[src/rtl/record_serializer_if.sv]
// ---------------------------------------------------------------------------
// record_serializer_if
//   Groups the record FIFO read port and the FX2 byte endpoint that
//   record_serializer sits between.
//
//   FIFO side (show-ahead read port):
//     sample_rdy  FIFO not empty, sample is valid
//     sample      FIFO head record, REC_WIDTH bits
//     sample_req  pop strobe (FIFO rdreq)
//   Host side (FX2 data endpoint):
//     data_rdy    data holds a valid byte
//     data        current byte
//     data_ack    one-cycle pulse: host consumed the current byte
//
//   master: the serializer.  slave: the FIFO/host environment.
// ---------------------------------------------------------------------------
interface record_serializer_if #(
  parameter int REC_WIDTH = 48
);
  logic                 sample_rdy;
  logic [REC_WIDTH-1:0] sample;
  logic                 sample_req;
  logic                 data_rdy;
  logic [7:0]           data;
  logic                 data_ack;

  modport master (
    input  sample_rdy,
    input  sample,
    input  data_ack,
    output sample_req,
    output data_rdy,
    output data
  );

  modport slave (
    output sample_rdy,
    output sample,
    output data_ack,
    input  sample_req,
    input  data_rdy,
    input  data
  );
endinterface

[src/rtl/record_serializer.sv]
// ---------------------------------------------------------------------------
// record_serializer
//   Pops fixed-width timetag records from a show-ahead FIFO and hands them
//   to the FX2 data endpoint one byte per host ack.  A hold register keeps
//   one record in reserve so the byte stream has no bubble across record
//   boundaries.  Completed records are counted for the register framework.
//
// Ports:
//   clk           fx2_clk domain clock
//   reset         asynchronous, active-high reset
//   enable        low: no new pops; held/in-flight records still drain
//   bus           record_serializer_if.master (FIFO read port + byte endpoint)
//   records_sent  records whose last byte was acked (wraps)
//   busy          shifter or hold register occupied
//
// Parameters:
//   REC_WIDTH     record width in bits, multiple of 8
//   MSB_FIRST     0: byte 0 = rec[7:0]; 1: byte 0 = rec[REC_WIDTH-1 -: 8]
// ---------------------------------------------------------------------------
module record_serializer #(
  parameter int REC_WIDTH = 48,
  parameter bit MSB_FIRST = 1'b0
) (
  input  logic                 clk,
  input  logic                 reset,
  input  logic                 enable,
  record_serializer_if.master  bus,
  output logic [31:0]          records_sent,
  output logic                 busy
);

  localparam int NBYTES = REC_WIDTH / 8;
  localparam int IDX_W  = (NBYTES > 1) ? $clog2(NBYTES) : 1;
  localparam logic [IDX_W-1:0] IDX_LAST = IDX_W'(NBYTES - 1);

  // Shifter: record currently on the byte endpoint.
  logic [REC_WIDTH-1:0] sh_q, sh_d;
  logic                 sh_valid_q, sh_valid_d;
  logic [IDX_W-1:0]     idx_q, idx_d;
  // Hold register: next record, waiting for the shifter.
  logic [REC_WIDTH-1:0] hd_q, hd_d;
  logic                 hd_valid_q, hd_valid_d;

  logic [31:0]          cnt_q, cnt_d;
  logic [7:0]           data_q, data_d;

  logic                 pop;
  logic                 ack;
  logic                 last_ack;
  logic [7:0]           byte_d [NBYTES];

  // A pop is only allowed while the hold register is free, so a pop and a
  // hold-to-shifter transfer never target the shifter in the same cycle.
  assign pop      = bus.sample_rdy & enable & ~hd_valid_q & ~reset;
  assign ack      = bus.data_ack & sh_valid_q;
  assign last_ack = ack & (idx_q == IDX_LAST);

  always_comb begin
    sh_d       = sh_q;
    sh_valid_d = sh_valid_q;
    idx_d      = idx_q;
    hd_d       = hd_q;
    hd_valid_d = hd_valid_q;
    cnt_d      = cnt_q;

    if (ack && !last_ack) begin
      idx_d = idx_q + IDX_W'(1);
    end

    if (last_ack) begin
      cnt_d      = cnt_q + 32'd1;
      sh_valid_d = 1'b0;
      if (hd_valid_q) begin
        sh_d       = hd_q;
        sh_valid_d = 1'b1;
        idx_d      = '0;
        hd_valid_d = 1'b0;
      end
    end

    if (pop) begin
      // Shifter is free now (empty or finishing this cycle): load it
      // directly; otherwise park the record in the hold register.
      if (!sh_valid_q || last_ack) begin
        sh_d       = bus.sample;
        sh_valid_d = 1'b1;
        idx_d      = '0;
      end else begin
        hd_d       = bus.sample;
        hd_valid_d = 1'b1;
      end
    end
  end

  // Byte lanes of the next shifter contents, in transmit order.
  for (genvar gi = 0; gi < NBYTES; gi++) begin : g_byte
    if (MSB_FIRST) begin : g_msb
      assign byte_d[gi] = sh_d[REC_WIDTH-1-8*gi -: 8];
    end else begin : g_lsb
      assign byte_d[gi] = sh_d[8*gi +: 8];
    end
  end

  // The output byte is registered from next-state so it lines up with
  // data_rdy; with the shifter empty the last byte is simply held.
  always_comb begin
    data_d = data_q;
    if (sh_valid_d) begin
      data_d = byte_d[idx_d];
    end
  end

  always_ff @(posedge clk or posedge reset) begin
    if (reset) begin
      sh_q       <= '0;
      sh_valid_q <= 1'b0;
      idx_q      <= '0;
      hd_q       <= '0;
      hd_valid_q <= 1'b0;
      cnt_q      <= '0;
      data_q     <= 8'h00;
    end else begin
      sh_q       <= sh_d;
      sh_valid_q <= sh_valid_d;
      idx_q      <= idx_d;
      hd_q       <= hd_d;
      hd_valid_q <= hd_valid_d;
      cnt_q      <= cnt_d;
      data_q     <= data_d;
    end
  end

  assign bus.sample_req = pop;
  assign bus.data_rdy   = sh_valid_q;
  assign bus.data       = data_q;
  assign records_sent   = cnt_q;
  assign busy           = sh_valid_q | hd_valid_q;

endmodule

[src/flat_wrapper.sv]
// flat-port wrapper written by rule: the top's interface ports become plain ports
module record_serializer_flat 
#(
  parameter int REC_WIDTH = 48,
  parameter bit MSB_FIRST = 1'b0
)
  (clk, reset, enable, records_sent, busy, bus_sample_rdy, bus_sample, bus_data_ack, bus_sample_req, bus_data_rdy, bus_data);
  record_serializer_if #(.REC_WIDTH(REC_WIDTH)) bus_i ();
  input  logic clk;
  input  logic reset;
  input  logic enable;
  output logic [31:0] records_sent;
  output logic busy;
  input wire logic [$bits(bus_i.sample_rdy)-1:0] bus_sample_rdy;
  input wire logic [$bits(bus_i.sample)-1:0] bus_sample;
  input wire logic [$bits(bus_i.data_ack)-1:0] bus_data_ack;
  output wire logic [$bits(bus_i.sample_req)-1:0] bus_sample_req;
  output wire logic [$bits(bus_i.data_rdy)-1:0] bus_data_rdy;
  output wire logic [$bits(bus_i.data)-1:0] bus_data;
  assign bus_i.sample_rdy = bus_sample_rdy;
  assign bus_i.sample = bus_sample;
  assign bus_i.data_ack = bus_data_ack;
  assign bus_sample_req = bus_i.sample_req;
  assign bus_data_rdy = bus_i.data_rdy;
  assign bus_data = bus_i.data;
  record_serializer #(.REC_WIDTH(REC_WIDTH), .MSB_FIRST(MSB_FIRST)) u_core (.clk(clk), .reset(reset), .enable(enable), .bus(bus_i), .records_sent(records_sent), .busy(busy));
endmodule
[config.mk]
export PLATFORM = sky130hd
export DESIGN_NAME = record_serializer_flat
export DESIGN_NICKNAME = d
export VERILOG_FILES = /design/src/rtl/record_serializer_if.sv /design/src/rtl/record_serializer.sv /design/src/flat_wrapper.sv
export SDC_FILE = /design/constraint.sdc
export NUM_CORES = 1
export LEC_CHECK = 0
export ABC_AREA = 1
export ABC_CLOCK_PERIOD_IN_PS = 7500
export CAP_MARGIN = 20
export CORE_UTILIZATION = 56
export DETAILED_ROUTE_END_ITERATION = 8
export GPL_TIMING_DRIVEN = 1
export PLACE_DENSITY = 0.85
export SYNTH_ARGS = -nofsm -noshare
export SYNTH_HDL_FRONTEND = slang
export SYNTH_SLANG_ARGS = --single-unit
[constraint.sdc]
create_clock -name clk -period 7.5 [get_ports clk]
set_input_delay 1.5 -clock clk [delete_from_list [all_inputs] [get_ports clk]]
set_output_delay 1.5 -clock clk [all_outputs]
set_load 0.005 [all_outputs]
Word-level counts from Yosys, hierarchy flattened
Cells that the tools add are included.
{"block": "totals", "in_bits": 53, "word_cells": 45, "ff_bits": 141, "out_inout_bits": 43}
{"block": "classes", "mux": 19, "bitwise": 10, "eq_ne": 1, "n_addsub": 2, "n_lt_le_gt_ge": 1, "reduce_logical": 5}
{"operator": "$mux W48", "count": 4}
{"operator": "$add A32 B1 Y32 const B", "count": 1}
{"operator": "$bmux W8 S3", "count": 1}
{"operator": "$mux W8", "count": 2}
{"operator": "$mux W3", "count": 5}
{"operator": "$mux W1", "count": 7}
{"operator": "$and A1 B1 Y1", "count": 5}
{"operator": "$ge A4 B4 Y1 const B", "count": 1}
{"operator": "$not A3 Y4", "count": 1}
{"operator": "$add A3 B1 Y3 const B", "count": 1}
{"operator": "$eq A3 B3 Y1 const B", "count": 1}
{"operator": "$not A1 Y1", "count": 3}
{"operator": "$logic_not A1 Y1", "count": 2}
{"operator": "$reduce_and A2 Y1", "count": 1}
{"operator": "$logic_and A1 B1 Y1", "count": 1}
{"operator": "$logic_or A1 B1 Y1", "count": 1}
{"operator": "$or A1 B1 Y1", "count": 1}

Longest topological paths before layout
{"block": "depth", "word_depth": 13, "mapped_depth": 16, "ltp_nobuf": 15}

Worst setup path after synthesis
OpenSTA, ideal clock, no wires.
{"block": "synth_path", "path_type": "input -> output", "start": "input reset", "end": "output bus_sample_req", "t_required_ps": 6000, "stages": 4, "path_buffers": 1, "arrival_time_ps": 5089, "setup_slack_ps": 911, "path_cell_list": "inv_1 -> nand2_2 -> nor2_4 -> buf_2"}
{"block": "synth_via", "elab_chain_cells": 2}
{"element": "start, declared", "line_no": "flat_wrapper.sv:10", "source": "input logic reset;"}
{"element": "$not A1 Y1", "line_no": "record_serializer.sv:54", "source": "assign pop = bus.sample_rdy & enable & ~hd_valid_q & ~reset;"}
{"element": "$and A1 B1 Y1", "line_no": "record_serializer.sv:54"}
{"element": "end, declared", "line_no": "flat_wrapper.sv:17", "source": "output wire logic [$bits(bus_i.sample_req)-1:0] bus_sample_req;"}
No other way between the ends.

Worst setup path after layout
Ends and elaborated chain as after synthesis.

==> metrics.md <==
| Metric | Value |
|---|---|
| Status | `completed` |
| Final Max Tran Viols | `0` |
| Worst path arrival time | `between 3 and 4 ns` |
| Initial DRC Count | `around 620` |
| Row count | `41` |
| Hold path start | `u_core.records_sent[31]` |
| Global-route wire length before repair | `about 29000 um` |
| Cts bufs inserted | `17` |
| Crit path cell chain | `clkdlybuf4s50_1 -> inv_6 -> nand2_2 -> nor2_4 -> clkdlybuf4s50_1` |
| Cell area after synthesis | `7320 um2` |
| PD cells | `~360 nW/um2` |
| CP max stage cell | `clkdlybuf4s50_1` |
| Die H | `roughly 120 um` |
| Nets | `around 1100` |
| Register Area | `around 3500 um2` |
| Lkg Pwr | `about 4.8 nW` |
| Port bufs | `between 90 and 100` |
| Reg2Reg Depth | `13` |
| Routed wire per std cell | `roughly 14 um` |
| Register share of total power | `between 30 and 40%` |
| Area growth syn-to-layout | `21.3%` |
| Area of the die | `around 14000 um2` |
| Setup TNS | `0 ns` |
| Clk pin slew, worst setup/hold paths | `0.05 ns` |
| H-tree depth | `4` |
| Worst Path Max Fanout | `73` |
| P_int | `between 1.5 and 2 mW` |
| Number of global-route vias before repair | `6025` |
| Clk_lat worst skew | `approximately 0.43 ns` |
| Comb pwr share | `36.7%` |
| Maxcap violations | `0` |
| RSZ-0062 raised after global routing | `no` |
| Drt drc | `0` |
| Worst hold path class | `reg -> reg` |
| Period utilization | `70.8%` |
| Die width | `between 100 and 150 um` |
| Worst EP required | `about 6 ns` |
| Yosys warning total | `0` |
| Worst clock skew | `between 0.006 and 0.007 ns` |
| CTS sink count | `approximately 140` |
| Routed WL | `17500 um` |
| Synthesized area per cell | `7.62 um2` |
| Grt ovf | `0` |
| Dpl cells | `1188` |
| Crit path capture type | `output pin` |
| Vias per Instance | `about 5.2` |
| Clock share of power | `26.2%` |
| CP peak stage delay | `about 0.63 ns` |
| Crit path from | `reset` |
| Slew margin rel. | `a little over two fifths` |
| Reg2reg setup slack | `between 3 and 4 ns` |
| Critical path capture point | `bus_sample_req` |
| 1st-pass router iterations | `6` |
| Cells after Synth | `960` |
| CP most frequent cell | `clkdlybuf4s50_1` |
| Post CTS Setup Buffer Count | `0` |
| Clock Root Buffer | `clkbuf_16` |
| CTS resizes | `0` |
| I/O pin count | `between 90 and 100` |
| Via count | `6358` |
| GPL Wtd Cong | `0.829` |
| Fraction of layout cells with a size suffix above 1 | `slightly above 7%` |
| Area of the multi-input gates | `approximately 3200 um2` |
| Final ANT Viol Nets | `0` |
| Area post-placement | `8290 um2` |
| Worst vdd ir | `0.250 mV` |
| Mapped Nets | `between 1000 and 1500` |
| Initial antenna violation count | `1` |
| Worst Tran Pin Value | `around 0.85 ns` |
| Clk buf depth | `2` |
| Ant diodes | `0` |
| GRT Util Overall | `between 20% and 30%` |
| Unique masters post-synth | `31` |
| Hold slack | `approximately 0.48 ns` |
| Worst flop-to-flop path endpoint | `u_core.bus.data[7]` |
| Design area | `8870 um2` |
| CP Class | `in -> out` |
| Final Non-Filler Cells | `between 1000 and 1500` |
| Most common cell after layout, fill and taps aside | `nand2_1` |
| Register area share after synthesis | `approximately half` |
| Commonest cells after routing, fill and taps aside | `nand2_1 (421), dfrtp_1 (141), nand3_1 (102)` |
| Startpoint types | `input pin` |
| Final hold vios | `0` |
| Pin count of the biggest net entering global routing | `between 70 and 80` |
| Worst R2R Start | `u_core.hd_valid_q` |
| Sw frac | `between 30 and 40%` |
| Detailed Place HPWL | `between 10000 and 15000 um` |
| Sw Pwr | `1.20 mW` |
| Area of the core | `between 10000 and 15000 um2` |
| Fmax | `approximately 190 MHz` |
| TritonCTS clock tree | `yes` |
| FF+latch count, synth | `around 140` |
| Hold Buf Count CTS | `0` |
| Util after Layout | `roughly 70%` |
| Minimum clock period | `about 5.3 ns` |
| Fillers | `approximately 1000` |
| Initial core utilization | `57.7%` |
| Final setup vio count | `0` |
## flip-flops by register name (all words and copies together) (netlist names)
name	cells
u_core.bus.data	8
u_core.bus.data_rdy	1
u_core.hd_q	48
u_core.hd_valid_q	1
u_core.idx_q	3
u_core.records_sent	32
u_core.sh_q	48
## power groups by stage
stage | clock network, mW | registers (mW) | logic (mW)
finish | 0.837 | 1.18 | 1.17
global route | 0.880 | 1.21 | 1.34
CTS | 0.842 | 1.18 | 1.17
detailed placement | 0 | 1.19 | 1.15
global placement | 0 | 1.18 | 1.12
floorplan | 0 | 1.15 | 0.862
## cells in the mapped netlist (all sizes together)
library cell | instances | area (um2)
nand2 | 428 | 1630
dfrtp | 141 | 3530
nand3 | 104 | 526
inv | 103 | 389
o21ai | 33 | 165
buf | 31 | 188
nor2 | 31 | 163
xor2 | 20 | 175
mux2 | 18 | 203
clkbuf | 11 | 41.3
xnor2 | 10 | 87.6
a21oi | 8 | 40.0
nand4 | 8 | 56.3
nor3 | 8 | 40.0
ha | 3 | 37.5
nand3b | 1 | 11.3
nor4 | 1 | 12.5
o21bai | 1 | 18.8
## worst min path at each step
stage	end	slack [ns]	depth (start not counted)
CTS	u_core.records_sent[31]	0.48	1
floorplan	u_core.hd_q[24]	0.45	2
global route	u_core.records_sent[31]	0.50	1
finish	u_core.records_sent[31]	0.48	1
detailed placement	u_core.records_sent[31]	0.47	1
global placement	u_core.records_sent[31]	0.46	1
## layer usage
| layer | up-vias | track usage, % | wire length, um |
|---|---|---|---|
| met5 | - | 0 | 0 |
| met4 | 0 | 10.3 | 318 |
| met3 | 23 | 5.40 | 1130 |
| met2 | 222 | 47.1 | 8530 |
| met1 | 2991 | 36.0 | 7510 |
| li1 | 3122 | - | - |
## through the flow
stage          total power [mW]  setup slack, ns
2_1_floorplan              2.01            0.911
3_3_place_gp               2.29             2.17
3_5_place_dp               2.34             2.18
4_1_cts                    3.19             2.17
5_1_grt                    3.42             2.04
6_report                   3.19             2.19
## worst max-delay path, delay by kind of cell
family                 cells  cell delay, ns
buffers and inverters      3            1.60
and+or+nand+nor            2            0.68
## area by class of cell
type                       count  share of cell area (%)
sequential                   141                    39.8
tap                          172                    2.43
clock buffer                  24                    5.66
clock inverter                 7                   0.959
inverter                     103                    4.44
timing repair buffer          98                    11.0
multi-input combinational    674                    35.8
## cell families after synthesis
family / Yosys count / share of synthesized area (%)
compound gates: 42 / 3.06
xor+xnor: 30 / 3.59
fa+ha+maj: 3 / 0.513
buf+inv: 145 / 8.45
flops: 141 / 48.2
mux: 18 / 2.77
simple gates: 581 / 33.4
Note: power is estimated with default switching activity, not from simulation.
